[src/rtl/rob_commit_if.sv]
// Rename/execute/free-list side signals of the reorder buffer, bundled for rob_commit.
interface rob_commit_if #(
  parameter int TAG_W  = 4,
  parameter int PREG_W = 7
) ();
  logic              alloc_valid;
  logic              alloc_ready;
  logic [TAG_W-1:0]  alloc_tag;
  logic [PREG_W-1:0] alloc_pd_new;
  logic [PREG_W-1:0] alloc_pd_old;
  logic              alloc_is_ctrl;
  logic              cmpl_valid;
  logic [TAG_W-1:0]  cmpl_tag;
  logic              cmpl_mispredict;
  logic              write_en;
  logic [PREG_W-1:0] rob_data_in;
  logic              mispredict;
  logic [TAG_W:0]    count;

  modport master (
    output alloc_valid, alloc_tag, alloc_pd_new, alloc_pd_old, alloc_is_ctrl,
           cmpl_valid, cmpl_tag, cmpl_mispredict,
    input  alloc_ready, write_en, rob_data_in, mispredict, count
  );

  modport slave (
    input  alloc_valid, alloc_tag, alloc_pd_new, alloc_pd_old, alloc_is_ctrl,
           cmpl_valid, cmpl_tag, cmpl_mispredict,
    output alloc_ready, write_en, rob_data_in, mispredict, count
  );
endinterface

[src/rtl/rob_commit.sv]
// Reorder buffer with in-order single-wide commit, free-list return and flush on mispredict.
// Define ROB_CHECK_EN to add sticky protocol-error outputs err_tag / err_code.
module rob_commit #(
  parameter int DEPTH  = 16,
  parameter int TAG_W  = 4,
  parameter int PREG_W = 7
) (
  input  logic        clk,
  input  logic        reset,
  rob_commit_if.slave rif
`ifdef ROB_CHECK_EN
  ,
  output logic        err_tag,
  output logic [1:0]  err_code
`endif
);
  typedef logic [TAG_W-1:0]  tag_t;
  typedef logic [PREG_W-1:0] preg_t;

  localparam logic [TAG_W:0] FULL = (TAG_W+1)'(DEPTH);
  localparam tag_t           ONE  = TAG_W'(1);

  logic [DEPTH-1:0]  valid_q, done_q, ctrl_q, mispred_q;
  preg_t [DEPTH-1:0] pd_new_q, pd_old_q;
  tag_t              head_q, tail_q;
  logic [TAG_W:0]    count_q, count_d;
  logic              wen_q, misp_q;
  preg_t             rdata_q;

  logic alloc_fire, cmpl_hit, commit, flush;

  assign rif.alloc_ready = (count_q != FULL) && !misp_q;
  assign rif.write_en    = wen_q;
  assign rif.rob_data_in = rdata_q;
  assign rif.mispredict  = misp_q;
  assign rif.count       = count_q;

  always_comb begin
    alloc_fire = rif.alloc_valid && rif.alloc_ready;
    cmpl_hit   = rif.cmpl_valid && valid_q[rif.cmpl_tag];
    commit     = valid_q[head_q] && done_q[head_q];
    flush      = commit && mispred_q[head_q];
    count_d    = count_q;
    if (flush)                    count_d = '0;
    else if (alloc_fire && !commit) count_d = count_q + 1'b1;
    else if (!alloc_fire && commit) count_d = count_q - 1'b1;
  end

  always_ff @(posedge clk) begin
    if (!reset) begin
      valid_q   <= '0;
      done_q    <= '0;
      ctrl_q    <= '0;
      mispred_q <= '0;
      pd_new_q  <= '0;
      pd_old_q  <= '0;
      head_q    <= '0;
      tail_q    <= '0;
      count_q   <= '0;
      wen_q     <= 1'b0;
      misp_q    <= 1'b0;
      rdata_q   <= '0;
    end else begin
      wen_q  <= 1'b0;
      misp_q <= 1'b0;
      if (cmpl_hit) begin
        done_q[rif.cmpl_tag]    <= 1'b1;
        mispred_q[rif.cmpl_tag] <= rif.cmpl_mispredict & ctrl_q[rif.cmpl_tag];
      end
      if (alloc_fire) begin
        valid_q[rif.alloc_tag]   <= 1'b1;
        done_q[rif.alloc_tag]    <= 1'b0;
        mispred_q[rif.alloc_tag] <= 1'b0;
        ctrl_q[rif.alloc_tag]    <= rif.alloc_is_ctrl;
        pd_new_q[rif.alloc_tag]  <= rif.alloc_pd_new;
        pd_old_q[rif.alloc_tag]  <= rif.alloc_pd_old;
        tail_q                   <= rif.alloc_tag + ONE;
      end
      if (commit) begin
        valid_q[head_q] <= 1'b0;
        head_q          <= head_q + ONE;
        wen_q           <= |pd_old_q[head_q];
        rdata_q         <= pd_old_q[head_q];
      end
      // Flush wins over a same-cycle allocation; rename rolls back its own free list.
      if (flush) begin
        valid_q <= '0;
        tail_q  <= head_q + ONE;
        misp_q  <= 1'b1;
      end
      count_q <= count_d;
    end
  end

`ifdef ROB_CHECK_EN
  logic       err_q;
  logic [1:0] code_q, code_d;

  always_comb begin
    code_d = 2'd0;
    if (alloc_fire && rif.alloc_tag != tail_q)  code_d = 2'd1;
    else if (rif.cmpl_valid && !valid_q[rif.cmpl_tag]) code_d = 2'd2;
    else if (rif.cmpl_valid && done_q[rif.cmpl_tag])   code_d = 2'd3;
  end

  // First error is latched and held until reset.
  always_ff @(posedge clk) begin
    if (!reset) begin
      err_q  <= 1'b0;
      code_q <= 2'd0;
    end else if (!err_q && code_d != 2'd0) begin
      err_q  <= 1'b1;
      code_q <= code_d;
    end
  end

  assign err_tag  = err_q;
  assign err_code = code_q;
`endif
endmodule
[src/flat_wrapper.sv]
// flat-port wrapper written by rule: the top's interface ports become plain ports
module rob_commit_flat 
#(
  parameter int DEPTH  = 16,
  parameter int TAG_W  = 4,
  parameter int PREG_W = 7
)
  (clk, reset, rif_alloc_valid, rif_alloc_tag, rif_alloc_pd_new, rif_alloc_pd_old, rif_alloc_is_ctrl, rif_cmpl_valid, rif_cmpl_tag, rif_cmpl_mispredict, rif_alloc_ready, rif_write_en, rif_rob_data_in, rif_mispredict, rif_count);
  rob_commit_if #(.TAG_W(TAG_W), .PREG_W(PREG_W)) rif_i ();
  input  logic clk;
  input  logic reset;
  input wire logic [$bits(rif_i.alloc_valid)-1:0] rif_alloc_valid;
  input wire logic [$bits(rif_i.alloc_tag)-1:0] rif_alloc_tag;
  input wire logic [$bits(rif_i.alloc_pd_new)-1:0] rif_alloc_pd_new;
  input wire logic [$bits(rif_i.alloc_pd_old)-1:0] rif_alloc_pd_old;
  input wire logic [$bits(rif_i.alloc_is_ctrl)-1:0] rif_alloc_is_ctrl;
  input wire logic [$bits(rif_i.cmpl_valid)-1:0] rif_cmpl_valid;
  input wire logic [$bits(rif_i.cmpl_tag)-1:0] rif_cmpl_tag;
  input wire logic [$bits(rif_i.cmpl_mispredict)-1:0] rif_cmpl_mispredict;
  output wire logic [$bits(rif_i.alloc_ready)-1:0] rif_alloc_ready;
  output wire logic [$bits(rif_i.write_en)-1:0] rif_write_en;
  output wire logic [$bits(rif_i.rob_data_in)-1:0] rif_rob_data_in;
  output wire logic [$bits(rif_i.mispredict)-1:0] rif_mispredict;
  output wire logic [$bits(rif_i.count)-1:0] rif_count;
  assign rif_i.alloc_valid = rif_alloc_valid;
  assign rif_i.alloc_tag = rif_alloc_tag;
  assign rif_i.alloc_pd_new = rif_alloc_pd_new;
  assign rif_i.alloc_pd_old = rif_alloc_pd_old;
  assign rif_i.alloc_is_ctrl = rif_alloc_is_ctrl;
  assign rif_i.cmpl_valid = rif_cmpl_valid;
  assign rif_i.cmpl_tag = rif_cmpl_tag;
  assign rif_i.cmpl_mispredict = rif_cmpl_mispredict;
  assign rif_alloc_ready = rif_i.alloc_ready;
  assign rif_write_en = rif_i.write_en;
  assign rif_rob_data_in = rif_i.rob_data_in;
  assign rif_mispredict = rif_i.mispredict;
  assign rif_count = rif_i.count;
  rob_commit #(.DEPTH(DEPTH), .TAG_W(TAG_W), .PREG_W(PREG_W)) u_core (.clk(clk), .reset(reset), .rif(rif_i));
endmodule
[config.mk]
export PLATFORM = sky130hd
export DESIGN_NAME = rob_commit_flat
export DESIGN_NICKNAME = d
export VERILOG_FILES = /design/src/rtl/rob_commit_if.sv /design/src/rtl/rob_commit.sv /design/src/flat_wrapper.sv
export SDC_FILE = /design/constraint.sdc
export NUM_CORES = 1
export LEC_CHECK = 0
export ABC_AREA = 1
export BUFFER_PORTS_ARGS = -buffer_cell sky130_fd_sc_hd__buf_2
export CAP_MARGIN = 5
export CORE_UTILIZATION = 41
export CTS_CLUSTER_DIAMETER = 150
export DETAILED_ROUTE_END_ITERATION = 6
export SETUP_SLACK_MARGIN = 0.05
export SYNTH_ARGS = -nofsm -noshare
export SYNTH_HDL_FRONTEND = slang
export SYNTH_SLANG_ARGS = --single-unit
[constraint.sdc]
create_clock -name clk -period 3.69 [get_ports clk]
set_clock_uncertainty 0.1 [all_clocks]
set_input_delay 0.738 -clock clk [delete_from_list [all_inputs] [get_ports clk]]
set_output_delay 0.738 -clock clk [all_outputs]
set_load 0.01 [all_outputs]
==> results_dict.tcl <==
set metrics [dict create \
    status "finished clean" \
    drtIter0Drc 740 \
    peakVddDrop_mv 0.260 \
    placed_cells 1787 \
    h-tree-depth 4 \
    chipHeight_um 156 \
    viasPerCell 4.92 \
    diodes 0 \
    io_pins 43 \
    fin_ws_ns 0.467 \
    postRouteAntennaNets 0 \
    ys_seq_area_frac 0.399 \
    slowest_stage "dfxtp_4" \
    die-area_sq_um 24400 \
    fin_nets 1526 \
    hpwl_um 17100 \
    path_clk_slew_ns 0.07 \
    critPathCaptureType "register" \
    avgSynthCellArea_sq_um 6.48 \
    fin_cells 1820 \
    post_cts_resized 0 \
    grt.overflow.total 0 \
    synthAdderAreaFrac 0.0136 \
    hold_start "u_core.ctrl_q[15]" \
    hold_violations 0 \
    cts_tree "yes" \
    yosysTopAreaCellShare 0.399 \
    cts_buffers 17 \
    yosysWarnings 0 \
    layout-drive-gt1-share 0.0693 \
    power.total_mw 4.63 \
    worstSetupStartpointType "register" \
    cp_max_fo 23 \
    worstPathCellList "inv_2 -> nand2_1 -> nand3_1 -> nand2_1 -> nand2_1 -> nand2_1 -> inv_1 -> nand2_4 -> nand2_4 -> ha_1 -> inv_1 -> ha_1 -> nand2_1 -> nand2_1 -> a21oi_1 -> nor2_1 -> nor2_1 -> nand2_1 -> xor2_1 -> nor2_1" \
    synth_compound_area_frac 0.161 \
    syn_inst 1503 \
    yosys-top-cells-area "dfxtp_1 40%, nand2_1 17%, a21oi_1 7.9%" \
    synth.mux.area_fraction 0.00103 \
    dp_slack_ns 0.400 \
    initial_core_util 0.416 \
    cts_root_buf "clkbuf_16" \
    finalCritPeriodShare 0.874 \
    antenna_found_initial 0 \
    synth_edf_count 0 \
    worstSetupStartpoint "u_core.head_q[0]" \
    synth_top_family_by_area "simple AND/OR/NAND/NOR gates" \
    port_buffers 35 \
    wire_per_inst_um 14.9 \
    clockBufferDepth 2 \
    cpMostUsedCell "nand2_1" \
    r2r_start "u_core.head_q[0]" \
    syn_nets 1541 \
    finalWirelength_um 27000 \
    rows 56 \
    synthSimpleGateAreaFrac 0.287 \
    syn2layout_area_growth_pct 8.58 \
    cp.arrival_ns 3.44 \
    p_per_area_nw_per_um2 438 \
    rsz0062_at_grt "no" \
    core_area_sq_um 23400 \
    ys_ff_latch 194 \
    place_congestion 0.829 \
    synth-main-ff-cell "dfxtp_1" \
    grt_start_max_net_pins 98 \
    drtPass1Iterations 5 \
    hp-class "register to register" \
    setup-violations-final 0 \
    synth_area_sq_um 9740 \
    clock-sinks 194 \
    grt_pass1_vias 7978 \
    slew_violations 0 \
    cp_slowest_stage_delay_ns 0.43 \
    grt_use_total 0.228 \
    relSlewSlack 0.429 \
    required_ns 3.90 \
    grt_pass1_wl_um 42900 \
    min_period_ns 3.22 \
    synthXorXnorAreaFrac 0.00450 \
    drc_errors 0 \
    synthArstFlopShare 0 \
    fp.dieW_um 156 \
    critical_path_class "register to register" \
    ys_types 31 \
    max_cap_violations 0 \
    vias 8960 \
    clock_latency_ns 0.43 \
    setup_tns_ns 0 \
    yosysTopAreaCell "dfxtp_1" \
    max_freq_mhz 310 \
    power_leakage_nw 4.78 \
    tightest_slew_ns 0.855 \
]
==> per-layer routing <==
layer  wire, um  global-route usage  part of all wire
met5          0                   0                 0
met4        473              0.0649             0.017
met3       1480              0.0364             0.055
met2      12000               0.357              0.44
met1      13100               0.322              0.48
==> cells by family (layout without fill, tap and decap cells) <==
| group | count (synthesis) | in the layout |
|---|---|---|
| AOI/OAI and AO/OA | 308 | 308 |
| xor gates and xnor gates | 5 | 5 |
| adders and majority gates | 10 | 10 |
| buffers and inverters | 292 | 290 |
| DFF | 194 | 194 |
| muxes | 1 | 1 |
| and+or+nand+nor | 693 | 693 |
==> stage by stage <==
| step | hold slack, ns | cell area [sq um] | util |
|---|---|---|---|
| 6_report | 0.347 | 10600 | 0.452 |
| 5_1_grt | 0.369 | 10600 | 0.452 |
| 4_1_cts | 0.349 | 10600 | 0.451 |
| 3_5_place_dp | 0.339 | 9930 | 0.424 |
| 3_3_place_gp | 0.337 | 9930 | 0.424 |
| 2_1_floorplan | 0.325 | 9740 | - |
==> worst max-delay path: cells and delay by family, from the launching register on <==
family                     cells  cell delay [ns]
buffers and inverters          3             0.55
DFF                            1             0.43
AOI/OAI and AO/OA              1             0.17
adders and majority gates      2             0.60
and+or+nand+nor               13             1.13
xor gates and xnor gates       1             0.14
==> flip-flops by register name, summed over array words and instances (netlist names) <==
signal                  count
u_core.valid_q             16
u_core.ctrl_q              16
u_core.rif.write_en         1
u_core.rif.count            5
u_core.rif.mispredict       1
u_core.mispred_q           16
u_core.done_q              16
u_core.rif.rob_data_in      7
u_core.head_q               4
u_core.pd_old_q           112
==> cells in the final DEF, fill, tap and decap left out <==
cell type and n:
fa_1 1, a21boi_0 1, clkinvlp_4 1, xor2_1 5
dfxtp_1 192, nor3_1 1, clkinv_2 3, clkinv_1 1
or2_2 2, nand2_4 2, dfxtp_2 1, buf_2 34
inv_2 4, nand2_1 436, o21ai_0 141, clkbuf_1 1
inv_6 2, clkbuf_8 2, dfxtp_4 1, buf_12 1
mux2i_1 1, nor2_1 133, nand2_2 5, clkinv_4 2
inv_1 201, a21oi_2 1, nor2_4 2, o211ai_1 10
buf_4 16, nand3_1 107, o21ai_1 2, nor2_2 2
bufinv_16 4, ha_1 9, a21oi_1 153, nand3_2 1
nand4_1 2, clkbuf_16 17, buf_6 1
==> path summary, 6_finish.rpt <==
| check | slack, ns | cells past startpoint | to |
|---|---|---|---|
| max | 0.47 | 20 | u_core.rif.count[4] |
| min | 0.35 | 2 | u_core.ctrl_q[15] |
| max reg2reg | 0.47 | 20 | u_core.rif.count[4] |
| min reg2reg | 0.35 | 2 | u_core.ctrl_q[15] |
==> final cells by class <==
cell class | instances | area (sq um)
flip-flops and latches | 194 | 3890
inverters | 206 | 773
clock buffers | 20 | 457
clock inverters | 12 | 178
well taps | 319 | 399
fillers | 2525 | 12800
repair buffers | 52 | 322
multi-input cells | 1017 | 4560
==> where the power goes <==
group | switching (mW) | internal [mW]
sequential | 0.0304 | 2.15
clock | 0.834 | 1.18
combinational | 0.302 | 0.142
==> cell usage after synthesis (5+ instances only) <==
library cell  instances
xor2_1                5
buf_4                 9
nand3_1             107
a21oi_1             153
nand2_1             436
ha_1                  9
clkbuf_1             29
nor2_1              133
nand2_2               5
o21ai_0             141
buf_6                16
o211ai_1             10
dfxtp_1             194
inv_1               201
buf_2                29
==> what timing repair did <==
action                     in CTS  in global routing
buffers inserted                0                  1
hold buffers                    0                  0
hold endpoints to repair        0                  0
setup endpoints to repair       0                  1
No activity file was read; power rests on OpenSTA's default activity.
